## src/rtl/brs_pkg.sv

```systemverilog
// Shared types and constants for the operand-pair sequencer: FSM encoding,
// uio pin assignments and the default buffer depth.
package brs_pkg;

    localparam int DEF_FIFO_DEPTH = 4;

    typedef enum logic [1:0] {
        ST_IDLE = 2'd0,
        ST_RUN  = 2'd1,
        ST_DONE = 2'd2
    } state_t;

    // uio bit positions: [3:0] are strobe inputs, [7:4] are status outputs
    localparam int WR_A  = 0;
    localparam int WR_B  = 1;
    localparam int START = 2;
    localparam int CLR   = 3;
    localparam int BUSY  = 4;
    localparam int DONE  = 5;
    localparam int FULL  = 6;
    localparam int OVF   = 7;

    localparam logic [7:0] UIO_OE_MASK = 8'hF0;

endpackage

```

## src/rtl/brs_op_sequencer_if.sv

```systemverilog
// Tiny Tapeout style pin bundle between the harness (master) and the sequencer (slave).
interface brs_op_sequencer_if;
    logic       ena;
    logic [7:0] ui_in;
    logic [7:0] uio_in;
    logic [7:0] uo_out;
    logic [7:0] uio_out;
    logic [7:0] uio_oe;

    modport master (output ena, ui_in, uio_in, input  uo_out, uio_out, uio_oe);
    modport slave  (input  ena, ui_in, uio_in, output uo_out, uio_out, uio_oe);
endinterface

```

## src/rtl/brs_logic_unit.sv

```systemverilog
// Conditional logic unit: A[7] selects AND, otherwise XOR, bitwise over 8 bits.
module brs_logic_unit (
    input  logic [7:0] a,
    input  logic [7:0] b,
    output logic [7:0] c
);
    assign c = a[7] ? (a & b) : (a ^ b);
endmodule

```

## src/rtl/brs_op_sequencer.sv

```systemverilog
// Buffers operand pairs in a small FIFO and, on start, streams them one per cycle
// through the logic unit, folding each result into an XOR accumulator.
module brs_op_sequencer
    import brs_pkg::*;
#(
    parameter int FIFO_DEPTH = DEF_FIFO_DEPTH
) (
    input  logic              clk,
    input  logic              rst_n,
    brs_op_sequencer_if.slave bus
);
    localparam int AW = (FIFO_DEPTH > 1) ? $clog2(FIFO_DEPTH) : 1;
    localparam logic [AW:0] DEPTH_C = (AW+1)'(FIFO_DEPTH);

    logic [3:0]                  ctl_q;
    logic [3:0]                  ctl_edge;
    logic [7:0]                  a_hold;
    logic [7:0]                  acc;
    logic [FIFO_DEPTH-1:0][15:0] mem;
    logic [AW-1:0]               wr_ptr;
    logic [AW-1:0]               rd_ptr;
    logic [AW:0]                 count;
    state_t                      state;
    logic                        done_q;
    logic                        ovf_q;

    logic       pop;
    logic       push_ok;
    logic       last_pop;
    logic       start_ok;
    logic       busy;
    logic       full;
    logic [7:0] head_a;
    logic [7:0] head_b;
    logic [7:0] c;

    // Strobes act on the first edge that sees them high
    assign ctl_edge = bus.uio_in[3:0] & ~ctl_q;

    assign pop      = (state == ST_RUN);
    assign push_ok  = ctl_edge[WR_B] && ((count != DEPTH_C) || pop);
    assign last_pop = pop && (count == (AW+1)'(1)) && !push_ok;
    assign start_ok = ctl_edge[START] && (state != ST_RUN) && (count != '0);

    assign {head_a, head_b} = mem[rd_ptr];

    brs_logic_unit u_lu (
        .a (head_a),
        .b (head_b),
        .c (c)
    );

    // Storage needs no reset: count gates every read
    always_ff @(posedge clk) begin
        if (push_ok && !ctl_edge[CLR])
            mem[wr_ptr] <= {a_hold, bus.ui_in};
    end

    always_ff @(posedge clk or negedge rst_n) begin
        if (!rst_n) begin
            ctl_q  <= '0;
            a_hold <= '0;
            acc    <= '0;
            wr_ptr <= '0;
            rd_ptr <= '0;
            count  <= '0;
            state  <= ST_IDLE;
            done_q <= 1'b0;
            ovf_q  <= 1'b0;
        end else begin
            ctl_q <= bus.uio_in[3:0];
            if (ctl_edge[CLR]) begin
                // clr wins over every other strobe on the same edge
                acc    <= '0;
                wr_ptr <= '0;
                rd_ptr <= '0;
                count  <= '0;
                state  <= ST_IDLE;
                done_q <= 1'b0;
                ovf_q  <= 1'b0;
            end else begin
                if (ctl_edge[WR_A])
                    a_hold <= bus.ui_in;
                if (push_ok)
                    wr_ptr <= wr_ptr + 1'b1;
                if (ctl_edge[WR_B] && !push_ok)
                    ovf_q <= 1'b1;
                if (pop) begin
                    rd_ptr <= rd_ptr + 1'b1;
                    acc    <= acc ^ c;
                end
                count <= count + {{AW{1'b0}}, push_ok} - {{AW{1'b0}}, pop};
                case (state)
                    ST_RUN: begin
                        if (last_pop) begin
                            state  <= ST_DONE;
                            done_q <= 1'b1;
                        end
                    end
                    default: begin
                        if (start_ok) begin
                            state  <= ST_RUN;
                            done_q <= 1'b0;
                        end
                    end
                endcase
            end
        end
    end

    assign busy = (state == ST_RUN);
    assign full = (count == DEPTH_C);

    assign bus.uo_out  = acc;
    assign bus.uio_out = {ovf_q, full, done_q, busy, 4'b0000};
    assign bus.uio_oe  = UIO_OE_MASK;

    logic unused_bits;
    assign unused_bits = &{1'b0, bus.ena, bus.uio_in[7:4]};

endmodule

```

## src/flat_wrapper.sv

```systemverilog
// flat-port wrapper written by rule: the top's interface ports become plain ports
module brs_op_sequencer_flat import brs_pkg::*;
#(
    parameter int FIFO_DEPTH = DEF_FIFO_DEPTH
)
  (clk, rst_n, bus_ena, bus_ui_in, bus_uio_in, bus_uo_out, bus_uio_out, bus_uio_oe);
  brs_op_sequencer_if bus_i ();
  input  logic clk;
  input  logic rst_n;
  input wire logic [$bits(bus_i.ena)-1:0] bus_ena;
  input wire logic [$bits(bus_i.ui_in)-1:0] bus_ui_in;
  input wire logic [$bits(bus_i.uio_in)-1:0] bus_uio_in;
  output wire logic [$bits(bus_i.uo_out)-1:0] bus_uo_out;
  output wire logic [$bits(bus_i.uio_out)-1:0] bus_uio_out;
  output wire logic [$bits(bus_i.uio_oe)-1:0] bus_uio_oe;
  assign bus_i.ena = bus_ena;
  assign bus_i.ui_in = bus_ui_in;
  assign bus_i.uio_in = bus_uio_in;
  assign bus_uo_out = bus_i.uo_out;
  assign bus_uio_out = bus_i.uio_out;
  assign bus_uio_oe = bus_i.uio_oe;
  brs_op_sequencer #(.FIFO_DEPTH(FIFO_DEPTH)) u_core (.clk(clk), .rst_n(rst_n), .bus(bus_i));
endmodule
```

## config.mk

```make
export PLATFORM = sky130hd
export DESIGN_NAME = brs_op_sequencer_flat
export DESIGN_NICKNAME = d
export VERILOG_FILES = /design/src/rtl/brs_pkg.sv /design/src/rtl/brs_op_sequencer_if.sv /design/src/rtl/brs_logic_unit.sv /design/src/rtl/brs_op_sequencer.sv /design/src/flat_wrapper.sv
export SDC_FILE = /design/constraint.sdc
export NUM_CORES = 1
export LEC_CHECK = 0
export ABC_AREA = 1
export ABC_CLOCK_PERIOD_IN_PS = 2400
export BUFFER_PORTS_ARGS = -buffer_cell sky130_fd_sc_hd__buf_2
export CAP_MARGIN = 25
export CORE_MARGIN = 1.5
export CORE_UTILIZATION = 55
export DETAILED_ROUTE_END_ITERATION = 7
export PLACE_DENSITY = 0.82
export REMOVE_ABC_BUFFERS = 1
export SETUP_SLACK_MARGIN = 0.5
export SLEW_MARGIN = 5
export SYNTH_ARGS = -nofsm -noshare
export SYNTH_HDL_FRONTEND = slang
export SYNTH_SLANG_ARGS = --single-unit
```

## constraint.sdc

```tcl
create_clock -name clk -period 2.4 [get_ports clk]
set_input_delay 0.24 -clock clk [delete_from_list [all_inputs] [get_ports clk]]
set_output_delay 0.24 -clock clk [all_outputs]
set_load 0.02 [all_outputs]
```

# After elaboration in Yosys (flattened, before gate mapping)
# Index checks and enable logic that the tools add are counted.
totals:
  ff_bits: 95
  latch_bits: 0
  ramBits: 0
  romBits: 0
  inputBits: 19
  out_inout_bits: 24
  wordCells: 73
  n_memories: 0
classes:
  n_addsub: 4
  multipliers: 0
  div: 0
  magnitude_cmp: 3
  n_eq_ne: 6
  shifts: 0
  n_mux: 23
  bitwise_logic: 6
  reduce_logical: 18
op_table:
  columns: ["operator", "count"]
  rows:
  - ["bitwise mux 64 bit", 1]
  - ["binary-select mux 16 bit (select 2 bit)", 1]
  - ["demux 16 bit (select 2 bit)", 1]
  - ["2-to-1 mux 16 bit", 2]
  - ["2-to-1 mux 8 bit", 3]
  - ["2-to-1 mux 2 bit", 8]
  - ["bitwise XOR 8 bit", 2]
  - ["AND 8 bit", 1]
  - ["logical AND 1 bit", 8]
  - ["less-than comparator 2 x 3 -> 1 bit, second input constant", 2]
  - ["2-to-1 mux 1 bit", 6]
  - ["nonzero test 2 bit", 3]
  - ["nonzero test 3 bit", 2]
  - ["adder 2 x 1 -> 2 bit, second input constant", 2]
  - ["AND 4 bit", 1]
  - ["inverter 4 bit", 1]
  - ["AND reduction 2 bit", 2]
  - ["adder 3 x 1 -> 3 bit", 1]
  - ["== test 3 x 1 -> 1 bit, second input constant", 1]
  - ["== test 3 bit, second input constant", 1]
  - ["2-to-1 mux 3 bit", 1]
  - ["!= test 3 x 2 -> 1 bit, second input constant", 1]
  - ["!= test 3 bit, second input constant", 1]
  - ["subtractor 3 x 1 -> 3 bit", 1]
  - ["6 further kinds", 7]

# Depth between registers and ports, before layout
# Gate-level depths: netlist of the first run.
logic_depth:
  depth_word: 8
  ltp_mapped: 12
  depth_no_buf: 10

# Cells and area by module
# A second synthesis of the first run with hierarchy kept.
unflattened:
  cells_unflattened: 370
  area_unflattened_um2: 4154.0
modules_own_cells:
  columns: ["mod", "n_inst", "cells_per_inst", "area_per_inst_um2", "seq_area_each_um2"]
  rows:
  - ["brs_op_sequencer", 1, 339, 3968.8, 2672.6]
  - ["brs_logic_unit", 1, 31, 185.2, 0.0]

# Worst setup path after synthesis of the first run
# No wires, ideal clock.
synth_path:
  path_type: "register -> register"
  from: "register, netlist name u_core.done_q"
  to: "register u_core.count[2]"
  setup_ns: 0.086
  arrival_ns: 1.999
  required_time_ns: 2.314
  setup_slack_ns: 0.316
  stages_incl_launch_ff: 12
  n_path_buf: 1
  synth_period_minus_slack_ns: 2.084
  cell_sequence: "dfrtp_1 -> inv_1 -> nand2_2 -> clkinv_1 -> buf_2 -> ha_1 -> inv_1 -> ha_1 -> inv_1 -> fa_1 -> and3_1 -> nor3_1"
synth_rtl:
  columns: ["element", "line_no", "source"]
  rows:
  - ["end signal, assigned", "brs_op_sequencer.sv:92", "count <= count + {{AW{1'b0}}, push_ok} - {{AW{1'b0}}, pop};"]
  - ["end, declared", "brs_op_sequencer.sv:22", "logic [AW:0] count;"]

# Worst setup path after layout of the first run
layout_path:
  from: "register u_core.rd_ptr[1]"
  to: "register u_core.acc[5], in the netlist u_core.bus.uo_out[5]"
layout_between:
  elab_chain_len: 7
  word_cells_on_any_way: 8
  cone_classes: "5 x mux; 3 x bitwise"
layout_rtl:
  columns: ["element", "line_no", "source"]
  rows:
  - ["start, declared", "brs_op_sequencer.sv:21", "logic [AW-1:0] rd_ptr;"]
  - ["start signal, assigned", "brs_op_sequencer.sv:89", "rd_ptr <= rd_ptr + 1'b1;"]
  - ["binary-select mux 16 bit (select 2 bit) (*)", "brs_op_sequencer.sv:45", "assign {head_a, head_b} = mem[rd_ptr];"]
  - ["2-to-1 mux 16 bit (implied by the code) (*)", "brs_op_sequencer.sv:45", null]
  - ["bitwise XOR 8 bit or AND 8 bit (tied branches)", "brs_logic_unit.sv:7", "assign c = a[7] ? (a & b) : (a ^ b);"]
  - ["2-to-1 mux 8 bit (*)", "brs_logic_unit.sv:7", null]
  - ["bitwise XOR 8 bit (*)", "brs_op_sequencer.sv:90", "acc <= acc ^ c;"]
  - ["2-to-1 mux 8 bit (*)", "brs_op_sequencer.sv:88", "if (pop) begin"]
  - ["2-to-1 mux 8 bit (*)", "brs_op_sequencer.sv:72", "if (ctl_edge[CLR]) begin"]
  - ["end signal, assigned", "brs_op_sequencer.sv:90", null]
  - ["end, declared", "brs_op_sequencer.sv:18", "logic [7:0] acc;"]
# Mark *: on every way between the ends. The rest lies on a longest branch, timed or not. The select of a mux whose other input is x is not followed.
# A chain may end at the register's enable or synchronous reset.

==> flow_metrics.env, run 1 <==
export IMPL_htreeDepth=3
export IMPL_numCtsBuffers=9
export IMPL_synth_common_cells="edfxtp_1, nor2_1, inv_1"
export IMPL_drive_gt1_frac=0.2092
export IMPL_max_freq_mhz=547.2
export IMPL_ff2ff_path_depth=11
export IMPL_gp_congestion=0.7542
export IMPL_syn_area_per_cell_um2=11.30
export IMPL_rr_startpoint="u_core.rd_ptr[1]"
export IMPL_slowest_stage="dfrtp_1"
export IMPL_initial_core_util=0.5735
export IMPL_area_delta_synth_final_pct=11.61
export IMPL_cts_tree="yes"
export IMPL_ant_nets=0
export IMPL_final_nets=439
export IMPL_clock_sinks=94
export IMPL_setup_violations=0
export IMPL_root_buffer="clkbuf_8"
export IMPL_vias=2623
export IMPL_min_period_over_period=0.7615
export IMPL_p_per_area_nw_per_um2=1150
export IMPL_synth_most_common_cell="edfxtp_1"
export IMPL_drt_wirelength_per_cell_um=14.68
export IMPL_ctsLongestPathBuffers=2
export IMPL_required_ps=2650
export IMPL_yosys_register_bits=94
export IMPL_start_kind="flop"
export IMPL_total_power_mw=5.395
export IMPL_post_route_util=0.6400
export IMPL_grt_pass1_vias=2684
export IMPL_die_w_um=90.43
export IMPL_hp_start="bus_uio_in[0]"
export IMPL_syn_area_um2=4204
export IMPL_antenna_found_initial=0
export IMPL_hold_viol=0
export IMPL_rsz0062_at_grt="true"
export IMPL_fin_crit_ps=1828
export IMPL_critical_path_max_stage_delay_ps=380
export IMPL_drtIter0Drc=157
export IMPL_routed_wl_um=7487
export IMPL_hpwl_um=4596
export IMPL_path_class="reg -> reg"
export IMPL_crit_chain="buf_4, inv_6, o21ai_0, o22ai_1, ha_1, inv_1, nand2_2, nand3_1, nand2_1, inv_1, nor2_2"
export IMPL_synth_area_leaders="edfxtp_1, dfrtp_1, nor2_1"
export IMPL_viasPerCell=5.143
export IMPL_reg2reg_to="u_core.bus.uo_out[5]"
export IMPL_fp_row_count=31
export IMPL_clk_pin_slew_worst_paths_ps=100
export IMPL_drc=0
export IMPL_drv_cap=0
export IMPL_cp_common_cell="inv_1"
export IMPL_n_antenna_cell=0
export IMPL_track_usage=0.1977
export IMPL_leakage_nw=1.983
export IMPL_worstMarginPinSlew_ps=705.1
export IMPL_synth_edf_count=64
export IMPL_drt_first_pass_iters=4
export IMPL_clk_insertion_delay_late_ps=360
export IMPL_slew_headroom=0.5299
export IMPL_reg2reg_slack_ps=570
export IMPL_io_buffers=25
export IMPL_grt_start_max_net_pins=34
export IMPL_clock_skew_ps=12.06
export IMPL_netlist_area_leader_share=0.4571
export IMPL_die_area_um2=8178
export IMPL_status="completed"
export IMPL_cp_arrival_ps=2080
export IMPL_io_pins=43
export IMPL_path_max_fanout=17
export IMPL_netlist_instances=372
export IMPL_endpoint_kind="flop"
export IMPL_maxSlewViolCount=0
export IMPL_hp_class="in -> reg"
export IMPL_synthDistinctLibCells=31
export IMPL_holdPathStages=1
export IMPL_die_h_um=90.43
export IMPL_ir_drop_mv=0.4138
export IMPL_core_area_um2=7331
export IMPL_fillers=550
export IMPL_yosysSeqAreaShare=0.6357
export IMPL_grt_pass1_wl_um=12460
export IMPL_async_reset_ff_frac=0.3191
export IMPL_synth_ff_type="edfxtp_1"
export IMPL_holdPathEnd="u_core.ctl_q[0]"
export IMPL_finalSetupTns_ps=0
export IMPL_ys_warn_count=0
export IMPL_grt_overflow=0
export IMPL_synth_largest_area_cell="edfxtp_1"
[cells by family (layout without fill, tap and decap cells)]
group	Yosys count	in the layout	share of synthesized area
compound gates	51	51	0.06548
flops	94	94	0.6357
mux	8	8	0.02143
fa+ha+maj	14	14	0.04345
other cells	2	12	0.001786
xor+xnor	1	1	0.002084
simple gates	128	128	0.1476
buf+inv	74	103	0.08244
[placed cells by master (no fill, tap or decap)]
master	netlist	layout
dlygate4sd3_1	0	4
inv_2	1	2
a31oi_1	1	1
buf_4	16	9
and3_1	1	1
xor2_1	1	1
nor2_4	1	1
fa_2	0	1
nor3_1	4	4
dfrtp_1	30	29
buf_12	0	1
nand3_1	19	19
mux2_2	8	8
nand3_4	2	2
nand2_2	10	10
conb_1	2	12
nand4_1	7	7
inv_1	45	44
nor2_1	47	46
buf_2	5	25
nor3b_2	0	1
dfrtp_2	0	1
ha_1	13	13
nor2_2	5	6
inv_6	0	5
a21oi_1	2	2
bufinv_16	0	2
edfxtp_1	64	64
nand2_1	29	29
o21ai_0	33	33
clkinv_2	0	1
clkbuf_1	5	1
o22ai_1	15	15
clkbuf_8	0	9
nand2_4	1	1
nand3b_2	1	1
[worst max-delay path by stage]
stage	startpoint	end	slack, ps	cells after the start
3_5_place_dp	u_core.rd_ptr[0]	u_core.bus.uo_out[5]	480	10
5_1_grt	u_core.ctl_q[3]	u_core.mem[63]	480	5
6_report	u_core.rd_ptr[1]	u_core.bus.uo_out[5]	570	11
4_1_cts	u_core.done_q	u_core.count[2]	530	10
3_3_place_gp	u_core.done_q	u_core.count[2]	530	10
2_1_floorplan	u_core.done_q	u_core.count[2]	-2	10
[sequential cells by signal, summed over array words and instances, names as in the netlist]
name               flops
u_core.bus.uo_out      8
u_core.state           1
u_core.rd_ptr          2
u_core.ctl_q           4
u_core.mem            64
u_core.count           3
u_core.done_q          1
u_core.wr_ptr          2
u_core.a_hold          8
u_core.ovf_q           1
[worst max-delay path, delay by kind of cell (launching register included)]
family / cells / cell delay, ps
compound gates: 2 / 340
simple gates: 4 / 190
flops: 1 / 380
fa+ha+maj: 1 / 290
buf+inv: 4 / 490
[routing by layer]
layer	up-vias	part of all wire	global-route usage
met5	-	0	0
met4	0	0.013	0.08201
met3	11	0.046	0.03956
met2	77	0.50	0.3321
met1	1236	0.44	0.2511
li1	1299	-	-
[power by group]
part           switching, mW  internal [mW]  leakage (nW)
registers              0.150           1.98         0.953
clock network          0.554          0.597         0.112
logic                   1.35          0.764         0.918
total                   2.05           3.34          1.98
[repair_timing]
action / 4_1_cts / 5_1_grt
hold buffers: 4 / 0
setup buffers: 2 / 1
pin swaps: 1 / 1
endpoints found under the setup margin: 7 / 27
gates resized for setup: 1 / 11
hold endpoints to repair: 33 / 0
[per-stage QoR]
step / std cells / area (um^2) / hold WS (ps) / setup slack [ps]
2_1_floorplan: 356 / 4078 / -55.59 / -2.205
3_3_place_gp: 487 / 4379 / 331.9 / 529.6
3_5_place_dp: 487 / 4379 / 336.9 / 480.7
4_1_cts: 509 / 4656 / 7.330 / 528.8
5_1_grt: 510 / 4692 / 12.75 / 475.1
6_report: 510 / 4692 / 21.12 / 572.4
[final cells by class]
class                      instances  area [um^2]  area share
inverter                          48        190.2     0.04053
clock buffer                      10        127.6     0.02720
tap                               99        123.9     0.02640
multi-input combinational        214         1232      0.2627
timing repair buffer              39        252.7     0.05387
clock inverter                     6        91.34     0.01947
sequential                        94         2674      0.5699
Power figures use the tool's default switching activity.
==> run 2, diff against run 1 <==
--- a/config.mk
+++ b/config.mk
@@ -5,8 +5,8 @@
 export SDC_FILE = /design/constraint.sdc
 export NUM_CORES = 1
 export LEC_CHECK = 0
-export ABC_AREA = 1
-export ABC_CLOCK_PERIOD_IN_PS = 2400
+export ABC_AREA = 0
+export ABC_CLOCK_PERIOD_IN_PS = 1900
 export BUFFER_PORTS_ARGS = -buffer_cell sky130_fd_sc_hd__buf_2
 export CAP_MARGIN = 25
 export CORE_MARGIN = 1.5
==> constraint.sdc (replaced) <==
create_clock -name clk -period 1.9 [get_ports clk]
set_input_delay 0.19 -clock clk [delete_from_list [all_inputs] [get_ports clk]]
set_output_delay 0.19 -clock clk [all_outputs]
set_load 0.02 [all_outputs]
==> run 2 against run 1 <==
  * The run now ends with setup timing left
  * Fmax decreased by 11%
  * Sequential cell count is the same
  * Synthesized area shrank 5.9%
  * Final cell count shrank 23%
  * First-iteration DRC count is 23% lower
  * Wire length shrank 1.5%
  * Final area grew 4.1%
  * Non-clock buffer count is 25 higher
  * Critical path type unchanged
==> flow_metrics.env, run 2 <==
export IMPL_status="complete, but fails checks"
export IMPL_failed_checks="setup timing"
export IMPL_hpwl_um=3853
export IMPL_drive_gt1_frac=0.4054
export IMPL_p_per_area_nw_per_um2=1354
export IMPL_layout_area_seq_um2=2675
export IMPL_async_reset_ff_frac=0.3191
export IMPL_setup_violations=7
export IMPL_path_max_fanout=5
export IMPL_drt_wirelength_per_cell_um=18.81
export IMPL_rsz0062_at_grt="true"
export IMPL_cp_arrival_ps=2340
export IMPL_grt_start_max_net_pins=31
export IMPL_rr_startpoint="u_core.rd_ptr[0]"
export IMPL_die_area_um2=7709
export IMPL_routed_wl_um=7375
export IMPL_yosysSeqAreaShare=0.6757
export IMPL_path_delay_family="multiplexers"
export IMPL_io_pins=43
export IMPL_yosys_register_bits=94
export IMPL_drc=0
export IMPL_fin_crit_ps=2046
export IMPL_track_usage=0.2109
export IMPL_clock_sinks=94
export IMPL_path_class="reg -> reg"
export IMPL_synth_most_common_cell="edfxtp_1"
export IMPL_maxSlewViolCount=0
export IMPL_clk_insertion_delay_late_ps=360
export IMPL_hp_start="bus_ui_in[0]"
export IMPL_fillers=428
export IMPL_p_seq_frac=0.420
export IMPL_power_internal_mw=4.428
export IMPL_post_place_ws_ps=-172.8
export IMPL_reg2reg_slack_ps=-150
export IMPL_core_area_um2=6869
export IMPL_grt_pass1_wl_um=11230
export IMPL_slowest_stage="mux4_2"
export IMPL_hold_viol=0
export IMPL_hp_class="in -> reg"
export IMPL_max_freq_mhz=488.8
export IMPL_netlist_area_leader_share=0.4859
export IMPL_crit_chain="clkbuf_16, mux4_2, ha_1, mux2i_1, or3_1, a21oi_2"
export IMPL_largest_reg_flops=64
export IMPL_post_route_util=0.7107
export IMPL_cts_tree="yes"
export IMPL_drv_cap=0
export IMPL_worstMarginPinSlew_ps=760.6
export IMPL_synth_common_cells="edfxtp_1, dfrtp_1, buf_4"
export IMPL_numCtsBuffers=9
export IMPL_holdPathStages=1
export IMPL_drtIter0Drc=121
export IMPL_ctsLongestPathBuffers=2
export IMPL_syn_area_um2=3955
export IMPL_grt_overflow=0
export IMPL_required_ps=2200
export IMPL_netlist_instances=232
export IMPL_viasPerCell=5.401
export IMPL_root_buffer="clkbuf_8"
export IMPL_critical_path_max_stage_delay_ps=500
export IMPL_htreeDepth=3
export IMPL_die_h_um=87.80
export IMPL_io_buffers=25
export IMPL_antenna_found_initial=0
export IMPL_fp_row_count=30
export IMPL_grt_pass1_vias=2143
export IMPL_n_antenna_cell=0
export IMPL_final_nets=325
export IMPL_final_cell_mix="edfxtp_1, dfrtp_1, buf_2, mux4_2, buf_6"
export IMPL_synthDistinctLibCells=32
export IMPL_design_area_um2=4882
export IMPL_clk_pin_slew_worst_paths_ps=90
export IMPL_fin_ws_ps=-146.0
export IMPL_start_kind="flop"
export IMPL_synth_largest_area_cell="edfxtp_1"
export IMPL_gp_congestion=0.7221
export IMPL_holdPathEnd="u_core.mem[32]"
export IMPL_syn_area_per_cell_um2=17.05
export IMPL_p_sw_mw=2.182
export IMPL_multiInputGateArea_um2=1219
export IMPL_place_area_um2=4264
export IMPL_worst_path_buf_inv=1
export IMPL_clock_skew_ps=12.73
export IMPL_synth_edf_count=64
export IMPL_reg2reg_to="u_core.bus.uo_out[6]"
export IMPL_drt_first_pass_iters=4
export IMPL_slew_headroom=0.4930
export IMPL_initial_core_util=0.5758
export IMPL_ff2ff_path_depth=6
export IMPL_area_delta_synth_final_pct=23.44
export IMPL_ant_nets=0
export IMPL_pwr_share_clk=0.174
export IMPL_combPwrFrac=0.406
export IMPL_p_sw_frac=0.3301
export IMPL_min_period_over_period=1.077
export IMPL_endpoint_kind="flop"
export IMPL_vias=2117
export IMPL_synth_ff_type="edfxtp_1"
export IMPL_leakage_nw=1.878
export IMPL_ir_drop_mv=0.7479
export IMPL_ys_warn_count=0
export IMPL_mostFrequentLayoutCell="edfxtp_1"
export IMPL_synth_area_leaders="edfxtp_1, dfrtp_1, mux4_2"
export IMPL_finalSetupTns_ps=-830.8
export IMPL_die_w_um=87.80
export IMPL_regMostFlops="u_core.mem"
-- run 2: what timing repair did --
action / CTS / global route
hold endpoints to repair: 34 / 0
pin swaps: 12 / 13
setup buffers: 7 / 4
cloned: 5 / 0
hold buffers: 5 / 0
endpoints found under the setup margin: 78 / 79
resized for setup: 45 / 15
-- run 2: through the flow --
stage	cells	total power, mW	hold WS, ps
after floorplan	217	4.094	-105.6
after global placement	356	4.721	293.4
after detailed placement	356	4.812	299.3
after CTS	388	6.410	31.09
after global routing	392	7.001	30.94
final	392	6.609	45.16
-- run 2: layout make-up --
type,count,area share
flip-flops and latches,94,0.5479
inverters,8,0.007176
well taps,96,0.02460
multi-input cells,115,0.2496
clock buffers,9,0.02537
repair buffers,64,0.1361
clock inverters,6,0.009226
-- run 2: how the worst max path moves through the flow --
| stage | startpoint | cells past startpoint | endpoint |
|---|---|---|---|
| after floorplan | u_core.done_q | 10 | u_core.count[2] |
| after global placement | u_core.rd_ptr[0] | 6 | u_core.bus.uo_out[1] |
| after detailed placement | u_core.rd_ptr[0] | 6 | u_core.bus.uo_out[0] |
| after CTS | u_core.rd_ptr[0] | 6 | u_core.bus.uo_out[5] |
| after global routing | u_core.rd_ptr[0] | 6 | u_core.bus.uo_out[5] |
| final | u_core.rd_ptr[0] | 6 | u_core.bus.uo_out[6] |
-- run 2: kinds of logic after synthesis --
group / count (synthesis) / share of synthesized area
compound gates: 18 / 0.02499
xor+xnor: 6 / 0.01329
fa+ha+maj: 14 / 0.04619
buf+inv: 33 / 0.05093
flops: 94 / 0.6757
mux: 32 / 0.1398
other cells: 2 / 0.001899
simple gates: 33 / 0.04713
-- run 2: power groups by stage --
| stage | Clock (mW) | Sequential (mW) | Combinational, mW |
|---|---|---|---|
| after floorplan | 0 | 2.96 | 1.14 |
| after global placement | 0 | 2.75 | 1.97 |
| after detailed placement | 0 | 2.77 | 2.04 |
| after CTS | 1.18 | 2.76 | 2.47 |
| after global routing | 1.28 | 2.81 | 2.92 |
| final | 1.15 | 2.77 | 2.68 |
-- run 2: layer usage --
layer,GRT usage,wire length [um],vias up
met5,0,0,-
met2,0.3595,3905,61
met1,0.2612,3020,1089
met4,0.07359,128,0
met3,0.05749,321,11
li1,-,-,956
==> run 3, diff against run 2 <==
--- a/config.mk
+++ b/config.mk
@@ -6,15 +6,16 @@
 export NUM_CORES = 1
 export LEC_CHECK = 0
 export ABC_AREA = 0
-export ABC_CLOCK_PERIOD_IN_PS = 1900
+export ABC_CLOCK_PERIOD_IN_PS = 1830
 export BUFFER_PORTS_ARGS = -buffer_cell sky130_fd_sc_hd__buf_2
 export CAP_MARGIN = 25
 export CORE_MARGIN = 1.5
-export CORE_UTILIZATION = 55
+export CORE_UTILIZATION = 52
 export DETAILED_ROUTE_END_ITERATION = 7
 export PLACE_DENSITY = 0.82
 export REMOVE_ABC_BUFFERS = 1
 export SETUP_SLACK_MARGIN = 0.5
+export SKIP_LAST_GASP = 1
 export SLEW_MARGIN = 5
 export SYNTH_ARGS = -nofsm -noshare
 export SYNTH_HDL_FRONTEND = slang
==> constraint.sdc (replaced) <==
create_clock -name clk -period 1.83 [get_ports clk]
set_input_delay 0.183 -clock clk [delete_from_list [all_inputs] [get_ports clk]]
set_output_delay 0.183 -clock clk [all_outputs]
set_load 0.02 [all_outputs]
==> run 3 against run 2 <==
  * The flow still finishes with violations (setup timing)
  * Final area increased by 1.2%
  * Combinational power increased by 6%
  * Core utilization decreased by 3.3 points
  * Clock power increased by 20%
  * Highest routed layer unchanged
==> flow_metrics.env, run 3 (synthesized netlist as in run 2, its figures left out) <==
export IMPL_required_ps=2120
export IMPL_htreeDepth=3
export IMPL_maxSlewViolCount=0
export IMPL_reg2reg_slack_ps=-220
export IMPL_vias=2122
export IMPL_numCtsBuffers=9
export IMPL_ctsLongestPathBuffers=2
export IMPL_antenna_found_initial=0
export IMPL_path_max_fanout=5
export IMPL_io_buffers=25
export IMPL_met1_length_um=3183
export IMPL_place_area_um2=4243
export IMPL_design_area_um2=4938
export IMPL_ant_nets=0
export IMPL_fillers=477
export IMPL_finalSetupTns_ps=-1188
export IMPL_hpwl_um=4357
export IMPL_slew_headroom=0.5091
export IMPL_viasPerCell=5.266
export IMPL_post_place_ws_ps=-229.1
export IMPL_grt_start_max_net_pins=31
export IMPL_min_period_over_period=1.118
export IMPL_leakage_nw=1.930
export IMPL_final_nets=332
export IMPL_initial_core_util=0.5424
export IMPL_wl_met3_um=234
export IMPL_routed_wl_um=7693
export IMPL_drive_gt1_frac=0.4145
export IMPL_total_power_mw=7.092
export IMPL_placedCellCount=359
export IMPL_drtIter0Drc=86
export IMPL_crit_end="u_core.bus.uo_out[4]"
export IMPL_post_route_util=0.6772
export IMPL_p_per_area_nw_per_um2=1436
export IMPL_clock_sinks=94
export IMPL_rr_startpoint="u_core.rd_ptr[0]"
export IMPL_rsz0062_at_grt="true"
export IMPL_io_pins=43
export IMPL_highest_layer="met4"
export IMPL_die_h_um=90.21
export IMPL_status="complete, but fails checks"
export IMPL_failed_checks="setup timing"
export IMPL_root_buffer="clkbuf_8"
export IMPL_setup_violations=8
export IMPL_hp_class="in -> reg"
export IMPL_track_usage=0.2039
export IMPL_core_area_um2=7292
export IMPL_cp_startpoint="u_core.rd_ptr[0]"
export IMPL_die_area_um2=8138
export IMPL_hold_viol=0
export IMPL_fin_crit_ps=2047
export IMPL_hold_ws_ps=54.29
export IMPL_cts_tree="yes"
export IMPL_clock_skew_ps=12.18
export IMPL_ff2ff_path_depth=7
export IMPL_reg2reg_to="u_core.bus.uo_out[4]"
export IMPL_drc=0
export IMPL_ir_drop_mv=0.6794
export IMPL_final_cell_mix="edfxtp_1, dfrtp_1, buf_2, buf_4"
export IMPL_path_class="reg -> reg"
export IMPL_fp_row_count=31
export IMPL_grt_pass1_vias=2286
export IMPL_mostFrequentLayoutCell="edfxtp_1"
export IMPL_wl_met2_um=4121
export IMPL_layoutNonFillerInstCount=403
export IMPL_n_antenna_cell=0
export IMPL_drt_first_pass_iters=4
export IMPL_gp_congestion=0.7127
export IMPL_clk_insertion_delay_late_ps=360
export IMPL_grt_overflow=0
export IMPL_largest_reg_flops=64
export IMPL_grt_pass1_wl_um=12070
export IMPL_endpoint_kind="flop"
export IMPL_drt_wirelength_per_cell_um=19.09
export IMPL_worstMarginPinSlew_ps=736.4
export IMPL_max_freq_mhz=488.6
export IMPL_area_delta_synth_final_pct=24.87
export IMPL_drv_cap=0
export IMPL_clk_pin_slew_worst_paths_ps=90
export IMPL_cp_arrival_ps=2330
export IMPL_fin_ws_ps=-216.8
export IMPL_die_w_um=90.21
export IMPL_regMostFlops="u_core.mem"
export IMPL_start_kind="flop"
==> run 3: report_power, final <==
group          internal, mW  leakage, nW  switching (mW)  total (mW)
clock                 0.705       0.0996           0.672        1.38
sequential             2.65        0.953           0.228        2.88
combinational          1.51        0.877            1.33        2.84
==> run 3: how the worst min path moves through the flow <==
stage                       startpoint              endpoint  cells after the start
after global routing      bus_ui_in[3]        u_core.mem[35]                      1
after global placement           rst_n  u_core.bus.uo_out[5]                      1
after floorplan                  rst_n      u_core.a_hold[0]                      0
final                     bus_ui_in[3]        u_core.mem[35]                      1
after CTS                 bus_ui_in[5]         u_core.mem[5]                      1
after detailed placement         rst_n  u_core.bus.uo_out[5]                      1
==> run 3: repair_timing <==
action,4_1_cts,5_1_grt
setup buffers,12,8
hold buffers,5,0
resized for setup,48,14
gates cloned,3,0
hold endpoints to repair,34,0
pin swaps,18,17
endpoints found under the setup margin,79,89
==> run 3: critical path: stages (launching register included) <==
cell     delay (ps)
dfrtp_2         420
buf_6           130
buf_16          110
mux4_2          500
ha_1            290
mux2i_1          70
or3_1           330
a21oi_2         130
==> run 3: layout make-up <==
| cell class | count | area [um^2] | share of cell area |
|---|---|---|---|
| clock inverters | 3 | 42.54 | 0.008614 |
| clock buffers | 13 | 158.9 | 0.03218 |
| repair buffers | 71 | 696.9 | 0.1411 |
| inverters | 8 | 32.53 | 0.006587 |
| well taps | 99 | 123.9 | 0.02508 |
| flip-flops and latches | 94 | 2675 | 0.5417 |
| multi-input cells | 115 | 1209 | 0.2447 |
==> run 3: routing by layer <==
| layer | vias to the layer above | GRT usage |
|---|---|---|
| met5 | - | 0 |
| met4 | 0 | 0.09127 |
| met3 | 11 | 0.04822 |
| met2 | 40 | 0.3510 |
| met1 | 1093 | 0.2438 |
| li1 | 978 | - |
